[src/rtl/multu_pkg.sv]
// Shared definitions for the iterative shift-add multu sequencer:
// FSM state encoding and default geometry.
package multu_pkg;

    localparam int WIDTH_DEF = 32;
    localparam int CNT_W_DEF = 6;

    typedef enum logic [2:0] {
        S_IDLE  = 3'd0,
        S_LOAD  = 3'd1,
        S_ADD   = 3'd2,
        S_SHIFT = 3'd3,
        S_DONE  = 3'd4
    } state_t;

endpackage

[src/rtl/multu_sequencer_if.sv]
// Control bundle between the pipeline/datapath and the multu sequencer.
// slave: sequencer side; master: pipeline + datapath side.
interface multu_sequencer_if;

    logic start;
    logic abort;
    logic prod_lsb;
    logic rd_hilo;
    logic dp_load;
    logic dp_add_en;
    logic dp_add_sel;
    logic dp_shift_en;
    logic hilo_wr_en;
    logic busy;
    logic done;
    logic stall;

    modport slave (
        input  start, abort, prod_lsb, rd_hilo,
        output dp_load, dp_add_en, dp_add_sel, dp_shift_en,
               hilo_wr_en, busy, done, stall
    );

    modport master (
        output start, abort, prod_lsb, rd_hilo,
        input  dp_load, dp_add_en, dp_add_sel, dp_shift_en,
               hilo_wr_en, busy, done, stall
    );

endinterface

[src/rtl/multu_iter_counter.sv]
// Iteration counter for the multu sequencer: clear/increment, saturating,
// with a flag marking the final (WIDTH-1) iteration.
module multu_iter_counter
    import multu_pkg::*;
#(
    parameter int WIDTH = WIDTH_DEF,
    parameter int CNT_W = CNT_W_DEF
) (
    input  logic clk,
    input  logic reset_n,
    input  logic clr,
    input  logic inc,
    output logic last
);

    logic [CNT_W-1:0] cnt;

    always_ff @(posedge clk or negedge reset_n) begin
        if (!reset_n) begin
            cnt <= '0;
        end else if (clr) begin
            cnt <= '0;
        end else if (inc && (cnt != '1)) begin
            cnt <= cnt + 1'b1;
        end
    end

    assign last = (cnt == CNT_W'(WIDTH - 1));

endmodule

[src/rtl/multu_sequencer.sv]
// Cycle-level control FSM for the iterative shift-add multu datapath.
// Optional build macro: MULTU_SKIP_ZERO_ADD_EN (skip ADD cycles for zero multiplier bits).
module multu_sequencer
    import multu_pkg::*;
#(
    parameter int WIDTH = WIDTH_DEF,
    parameter int CNT_W = CNT_W_DEF
) (
    input logic              clk,
    input logic              reset_n,
    multu_sequencer_if.slave bus
);

`ifdef MULTU_SKIP_ZERO_ADD_EN
    localparam bit SKIP_ZERO = 1'b1;
`else
    localparam bit SKIP_ZERO = 1'b0;
`endif

    state_t state;
    state_t state_nxt;
    state_t iter_nxt;
    logic   last_iter;
    logic   cnt_clr;
    logic   cnt_inc;

    assign cnt_clr = (state == S_LOAD);
    assign cnt_inc = (state == S_SHIFT);

    multu_iter_counter #(
        .WIDTH (WIDTH),
        .CNT_W (CNT_W)
    ) u_iter_counter (
        .clk     (clk),
        .reset_n (reset_n),
        .clr     (cnt_clr),
        .inc     (cnt_inc),
        .last    (last_iter)
    );

    always_ff @(posedge clk or negedge reset_n) begin
        if (!reset_n) begin
            state <= S_IDLE;
        end else begin
            state <= state_nxt;
        end
    end

    // prod_lsb already presents the next multiplier bit during LOAD and SHIFT,
    // so a zero bit can go straight to another SHIFT.
    always_comb begin
        iter_nxt  = (SKIP_ZERO && !bus.prod_lsb) ? S_SHIFT : S_ADD;
        state_nxt = state;
        case (state)
            S_IDLE:  if (bus.start && !bus.abort) state_nxt = S_LOAD;
            S_LOAD:  state_nxt = iter_nxt;
            S_ADD:   state_nxt = S_SHIFT;
            S_SHIFT: state_nxt = last_iter ? S_DONE : iter_nxt;
            S_DONE:  state_nxt = (bus.start && !bus.abort) ? S_LOAD : S_IDLE;
            default: state_nxt = S_IDLE;
        endcase
        if (bus.abort && (state != S_IDLE)) begin
            state_nxt = S_IDLE;
        end
    end

    always_comb begin
        bus.dp_load     = (state == S_LOAD);
        bus.dp_add_en   = (state == S_ADD);
        bus.dp_add_sel  = (state == S_ADD) && bus.prod_lsb;
        bus.dp_shift_en = (state == S_SHIFT);
        bus.hilo_wr_en  = (state == S_DONE);
        bus.done        = (state == S_DONE);
        bus.busy        = (state != S_IDLE);
        // HI/LO only updates at the end of DONE, so reads stall through it.
        bus.stall       = bus.rd_hilo && (state != S_IDLE);
    end

endmodule

[src/flat_wrapper.sv]
// flat-port wrapper written by rule: the top's interface ports become plain ports
module multu_sequencer_flat import multu_pkg::*;
#(
    parameter int WIDTH = WIDTH_DEF,
    parameter int CNT_W = CNT_W_DEF
)
  (clk, reset_n, bus_start, bus_abort, bus_prod_lsb, bus_rd_hilo, bus_dp_load, bus_dp_add_en, bus_dp_add_sel, bus_dp_shift_en, bus_hilo_wr_en, bus_busy, bus_done, bus_stall);
  multu_sequencer_if bus_i ();
  input logic clk;
  input logic reset_n;
  input wire logic [$bits(bus_i.start)-1:0] bus_start;
  input wire logic [$bits(bus_i.abort)-1:0] bus_abort;
  input wire logic [$bits(bus_i.prod_lsb)-1:0] bus_prod_lsb;
  input wire logic [$bits(bus_i.rd_hilo)-1:0] bus_rd_hilo;
  output wire logic [$bits(bus_i.dp_load)-1:0] bus_dp_load;
  output wire logic [$bits(bus_i.dp_add_en)-1:0] bus_dp_add_en;
  output wire logic [$bits(bus_i.dp_add_sel)-1:0] bus_dp_add_sel;
  output wire logic [$bits(bus_i.dp_shift_en)-1:0] bus_dp_shift_en;
  output wire logic [$bits(bus_i.hilo_wr_en)-1:0] bus_hilo_wr_en;
  output wire logic [$bits(bus_i.busy)-1:0] bus_busy;
  output wire logic [$bits(bus_i.done)-1:0] bus_done;
  output wire logic [$bits(bus_i.stall)-1:0] bus_stall;
  assign bus_i.start = bus_start;
  assign bus_i.abort = bus_abort;
  assign bus_i.prod_lsb = bus_prod_lsb;
  assign bus_i.rd_hilo = bus_rd_hilo;
  assign bus_dp_load = bus_i.dp_load;
  assign bus_dp_add_en = bus_i.dp_add_en;
  assign bus_dp_add_sel = bus_i.dp_add_sel;
  assign bus_dp_shift_en = bus_i.dp_shift_en;
  assign bus_hilo_wr_en = bus_i.hilo_wr_en;
  assign bus_busy = bus_i.busy;
  assign bus_done = bus_i.done;
  assign bus_stall = bus_i.stall;
  multu_sequencer #(.WIDTH(WIDTH), .CNT_W(CNT_W)) u_core (.clk(clk), .reset_n(reset_n), .bus(bus_i));
endmodule
[config.mk]
export PLATFORM = sky130hd
export DESIGN_NAME = multu_sequencer_flat
export DESIGN_NICKNAME = d
export VERILOG_FILES = /design/src/rtl/multu_pkg.sv /design/src/rtl/multu_sequencer_if.sv /design/src/rtl/multu_iter_counter.sv /design/src/rtl/multu_sequencer.sv /design/src/flat_wrapper.sv
export SDC_FILE = /design/constraint.sdc
export NUM_CORES = 1
export LEC_CHECK = 0
export CORE_MARGIN = 5
export CORE_UTILIZATION = 40
export DETAILED_ROUTE_END_ITERATION = 8
export GPL_ROUTABILITY_DRIVEN = 0
export PLACE_DENSITY = 0.75
export SETUP_SLACK_MARGIN = 0.3
export SYNTH_ARGS = -nofsm -noshare
export SYNTH_HDL_FRONTEND = slang
export SYNTH_SLANG_ARGS = --single-unit
[constraint.sdc]
create_clock -name clk -period 3.9 [get_ports clk]
set_clock_uncertainty 0.05 [all_clocks]
set_input_delay 1.17 -clock clk [delete_from_list [all_inputs] [get_ports clk]]
set_output_delay 1.17 -clock clk [all_outputs]
set_load 0.005 [all_outputs]
# After elaboration in Yosys (flattened, before gate mapping)
# Index checks and enable logic that the tools add are counted.
[word_totals] ff_bits=9 output_inout_bits=8 input_bits=6 elab_cells=26
[classes] muxes=7 n_reduce_logical=9 eq_ne=7 n_addsub=1
[op_table] cell="$pmux 3 s5" count=1
[op_table] cell="$mux 6" count=2
[op_table] cell="$mux 3" count=3
[op_table] cell="$add 6x1->6 const B" count=1
[op_table] cell="$eq 3x2->1 const B" count=2
[op_table] cell="$eq 6x5->1 const B" count=1
[op_table] cell="$ne 6x6->1 const B" count=1
[op_table] cell="$logic_and 1x1->1" count=5
[op_table] cell="$eq 3x1->1 const B" count=1
[op_table] cell="$eq 3x3->1 const B" count=1
[op_table] cell="$logic_not 3->1" count=1
[op_table] cell="$ne 3x1->1 const B" count=1
[op_table] cell="$reduce_bool 3->1" count=1
[op_table] cell="$reduce_bool 2->1" count=1
[op_table] cell="$logic_not 1->1" count=1
[op_table] cell="$mux 1" count=1

# Logic depth before layout (Yosys ltp)
[depth] depth_word=5 ltp_mapped=4 depth_no_buf=4

# Hierarchy
# From an unflattened synthesis, not the netlist that was laid out.
[unflattened] cells_unflattened=60 area_unflattened_um2=558.0
[modules_own_cells] module="multu_iter_counter" n_inst=1 seq_area_each_um2=150.1 area_per_inst_um2=380.4 cells_each=40
[modules_own_cells] module="multu_sequencer" n_inst=1 seq_area_each_um2=75.1 area_per_inst_um2=177.7 cells_each=20

# Worst setup path before layout
# No wires, ideal clock.
[synth_timing] kind="input to output" startpoint="input port bus_prod_lsb" endpoint="output port bus_dp_add_sel" t_arrival_ns=1.295 path_buffers=0 t_required_ns=2.680 path_slack_ns=1.385 cell_stages=1 path_cell_list="and2_1"
[synth_via] elab_chain_len=1
[synth_rtl] item="start: declaration" line_no="flat_wrapper.sv:13" source="input wire logic [$bits(bus_i.prod_lsb)-1:0] bus_prod_lsb;"
[synth_rtl] item="$logic_and 1x1->1" line_no="multu_sequencer.sv:70" source="bus.dp_add_sel = (state == S_ADD) && bus.prod_lsb;"
[synth_rtl] item="end: declaration" line_no="flat_wrapper.sv:17" source="output wire logic [$bits(bus_i.dp_add_sel)-1:0] bus_dp_add_sel;"
# Every way passes these cells.

# Worst setup path in the final report
[layout_timing] startpoint="input port bus_rd_hilo" endpoint="output port bus_stall"
[layout_via] elab_chain_len=1
[layout_rtl] item="start: declaration" line_no="flat_wrapper.sv:14" source="input wire logic [$bits(bus_i.rd_hilo)-1:0] bus_rd_hilo;"
[layout_rtl] item="$logic_and 1x1->1" line_no="multu_sequencer.sv:76" source="bus.stall = bus.rd_hilo && (state != S_IDLE);"
[layout_rtl] item="end: declaration" line_no="flat_wrapper.sv:22" source="output wire logic [$bits(bus_i.stall)-1:0] bus_stall;"
# Every way passes these cells.

==> summary.txt <==
Status
  • Outcome: completed

Power and ir drop
  • Leak pwr: 0.2862 nW
  • Pwr/cell area: 310.1 nW/um^2
  • VDD IR max: 238.1 uV

Timing
  • Finish-stage setup viols: 0
  • Peak Freq: 290.2 MHz
  • RSZ-0062 raised after global routing: no
  • Final Critical Period: roughly 3400 ps
  • Setup total negative slack: 0 ps
  • Max transition margin: 72.12%
  • Fin. max-slew vios: 0
  • Worst Tran Pin Value: 416.9 ps
  • Tcrit/Tclk final: 88.37%
  • Final hold violations: 0
  • Final WS setup: 453.5 ps

Clocking
  • Post-CTS setup buffer count: 0
  • Cts repair resizes: 0
  • CTS root buf: clkbuf_4
  • CTS tree: done
  • Clk Latency, worst-skew pair: about 260 ps
  • Hold Buf Count CTS: 0
  • Clock net sink count: 9
  • CTS Buffer Depth: 2
  • Reg clk slew, reported paths: 60 ps
  • H-tree level count: 1
  • CTS buffer count: 3

Layout
  • Fill cells: ~130
  • ANT cells: 0
  • Util after Layout: 54.04%
  • Fin cells: 83
  • Fraction of layout cells with a size suffix above 1: 14.71%
  • Design Area, Final: 685.7 um^2
  • Nets@finish: 76
  • P&R area growth vs syn: 29.55%

Die
  • Die width: between 40 and 50 um
  • Die area: 2151 um^2
  • Die Ht: between 40 and 50 um
  • I/O pins: 14
  • Row cnt: 13
  • Core area: 1269 um^2
  • Initial core utilization: between 40% and 50%

Detailed routing
  • Initial DRT Pass Iterations: 4
  • Initial drt markers: 4
  • DRC viols: 0
  • Final wirelength: 1079 um
  • Vias after detailed routing: 447
  • Routed Antenna Nets: 0
  • Vias per cell: 5.386
  • Routed WL per cell: 13.00 um

Logic synthesis
  • Top_reg_cell synth: dfrtp_1
  • Post-Syn Instances: between 50 and 60
  • Yosys warnings: 0
  • Seq/Total Area, Yosys: a little over two fifths
  • Netlist cell types: 27
  • Number of synthesized register bits: 9
  • Synth Net Count: 60
  • Syn_area_per_cell: 9.986 um^2
  • Async SR Flop Fraction: between 90% and 100%
  • Post-synth EDFFs: 0
  • Syn Std Cell Area: approximately 530 um^2

Setup path
  • Crit path buf inv count: 2
  • CP max-delay cell: clkdlybuf4s50_1
  • Arrival time at the worst endpoint: 2230 ps
  • CP Capture Type: output port
  • CP delay by family, top: buffers and inverters
  • CP peak stage delay: 490 ps
  • Crit start category: input port
  • Worst R2R Setup Slack: 2440 ps
  • CP Cell Sequence: clkdlybuf4s50_1 > and2_1 > clkdlybuf4s50_1
  • Worst path most repeated cell: clkdlybuf4s50_1
  • Critical path type: in -> out
  • Crit path max fanout: 1
  • Required time of the critical path: 2680 ps

Run
  • Max cap viols: 0

Global route
  • Initial antenna violation count: 0
  • Congestion Overflow GR: 0
  • Vias in the first global route: about 440
  • Total GRT Usage: approximately 13%
  • First-pass GRT wire length: 1897 um
  • Largest net degree at the start of global routing: 10

Place
  • Place WS: 447.2 ps
  • HPWL Detailed: 852.2 um
  • PortBufs: 13
  • Placed Area: 659.4 um^2
  • Placed Cells incl. Taps: approximately 80

Min path
  • Hold Path Class: reg -> reg
-- Yosys cell counts (2+ instances only) --
cell type | number | share of area (%)
nand2_1 | 7 | 5.0
mux2i_1 | 4 | 7.6
nor4_1 | 2 | 2.4
nand3_1 | 2 | 1.9
nor3_1 | 3 | 2.8
a41oi_1 | 2 | 3.3
dfrtp_1 | 9 | 43
inv_1 | 4 | 2.8
and2_1 | 2 | 2.4
-- through the flow --
| step | total power, mW | hold WS (ps) |
|---|---|---|
| after detailed placement | 0.1417 | 486.5 |
| after CTS | 0.2165 | 497.1 |
| after global placement | 0.1404 | 476.0 |
| final | 0.2126 | 496.1 |
| after floorplan | 0.1219 | 442.4 |
| after global routing | 0.2276 | 514.5 |
-- cell usage in the layout (no fill, tap or decap), types with 2 or more instances in the layout --
cell type        instances
a41oi_1                  2
and2_1                   2
clkbuf_4                 3
clkdlybuf4s50_1         13
dfrtp_1                  9
inv_1                    4
mux2i_1                  4
nand2_1                  7
nand3_1                  2
nor3_1                   3
nor4_1                   2
-- registers in the layout, indices dropped and copies added, names as in the netlist --
name,count
u_core.u_iter_counter.cnt,6
u_core.state,3
-- where the power goes --
| group | internal, mW | switching [mW] | leakage (nW) | total, mW |
|---|---|---|---|---|
| Combinational | 0.0197 | 0.0148 | 0.148 | 0.0345 |
| Sequential | 0.0982 | 0.00692 | 0.123 | 0.105 |
| Clock | 0.0395 | 0.0335 | 0.0150 | 0.0730 |
| Total | 0.157 | 0.0553 | 0.286 | 0.213 |
-- cells by family after synthesis --
logic type,Yosys count,share of synthesized area [%]
AND/OR/NAND/NOR,24,28.60
flip-flops,9,42.55
AO/OA/AOI/OAI,8,11.82
buffers and inverters,7,7.091
multiplexers,4,7.565
adder cells (fa/ha/maj),1,2.364
-- per-layer routing --
metal | share of wire (%) | vias up | GRT usage, %
met5 | 0 | - | 0
li1 | - | 224 | -
met1 | 48 | 213 | 16.19
met4 | 1.6 | 0 | 8.523
met3 | 4.0 | 2 | 4.688
met2 | 47 | 8 | 18.41
-- final cells by class --
type / count / area, um^2 / area share (%)
clock buffer: 4 / 26.28 / 3.832
inverter: 5 / 18.77 / 2.737
multi-input combinational: 37 / 266.5 / 38.87
sequential: 9 / 225.2 / 32.85
tap: 15 / 18.77 / 2.737
timing repair buffer: 13 / 130.1 / 18.98
-- path summary, 6_finish.rpt --
check | start | end | depth (start not counted)
setup / recovery | bus_rd_hilo | bus_stall | 3
hold / removal | u_core.state[0] | u_core.state[0] | 1
setup reg to reg | u_core.u_iter_counter.cnt[0] | u_core.state[2] | 4
hold reg to reg | u_core.state[0] | u_core.state[0] | 1
max in group asynchronous | reset_n | u_core.u_iter_counter.cnt[5] | 1
min in group asynchronous | reset_n | u_core.state[1] | 1
Note: power is estimated with default switching activity, not from simulation.
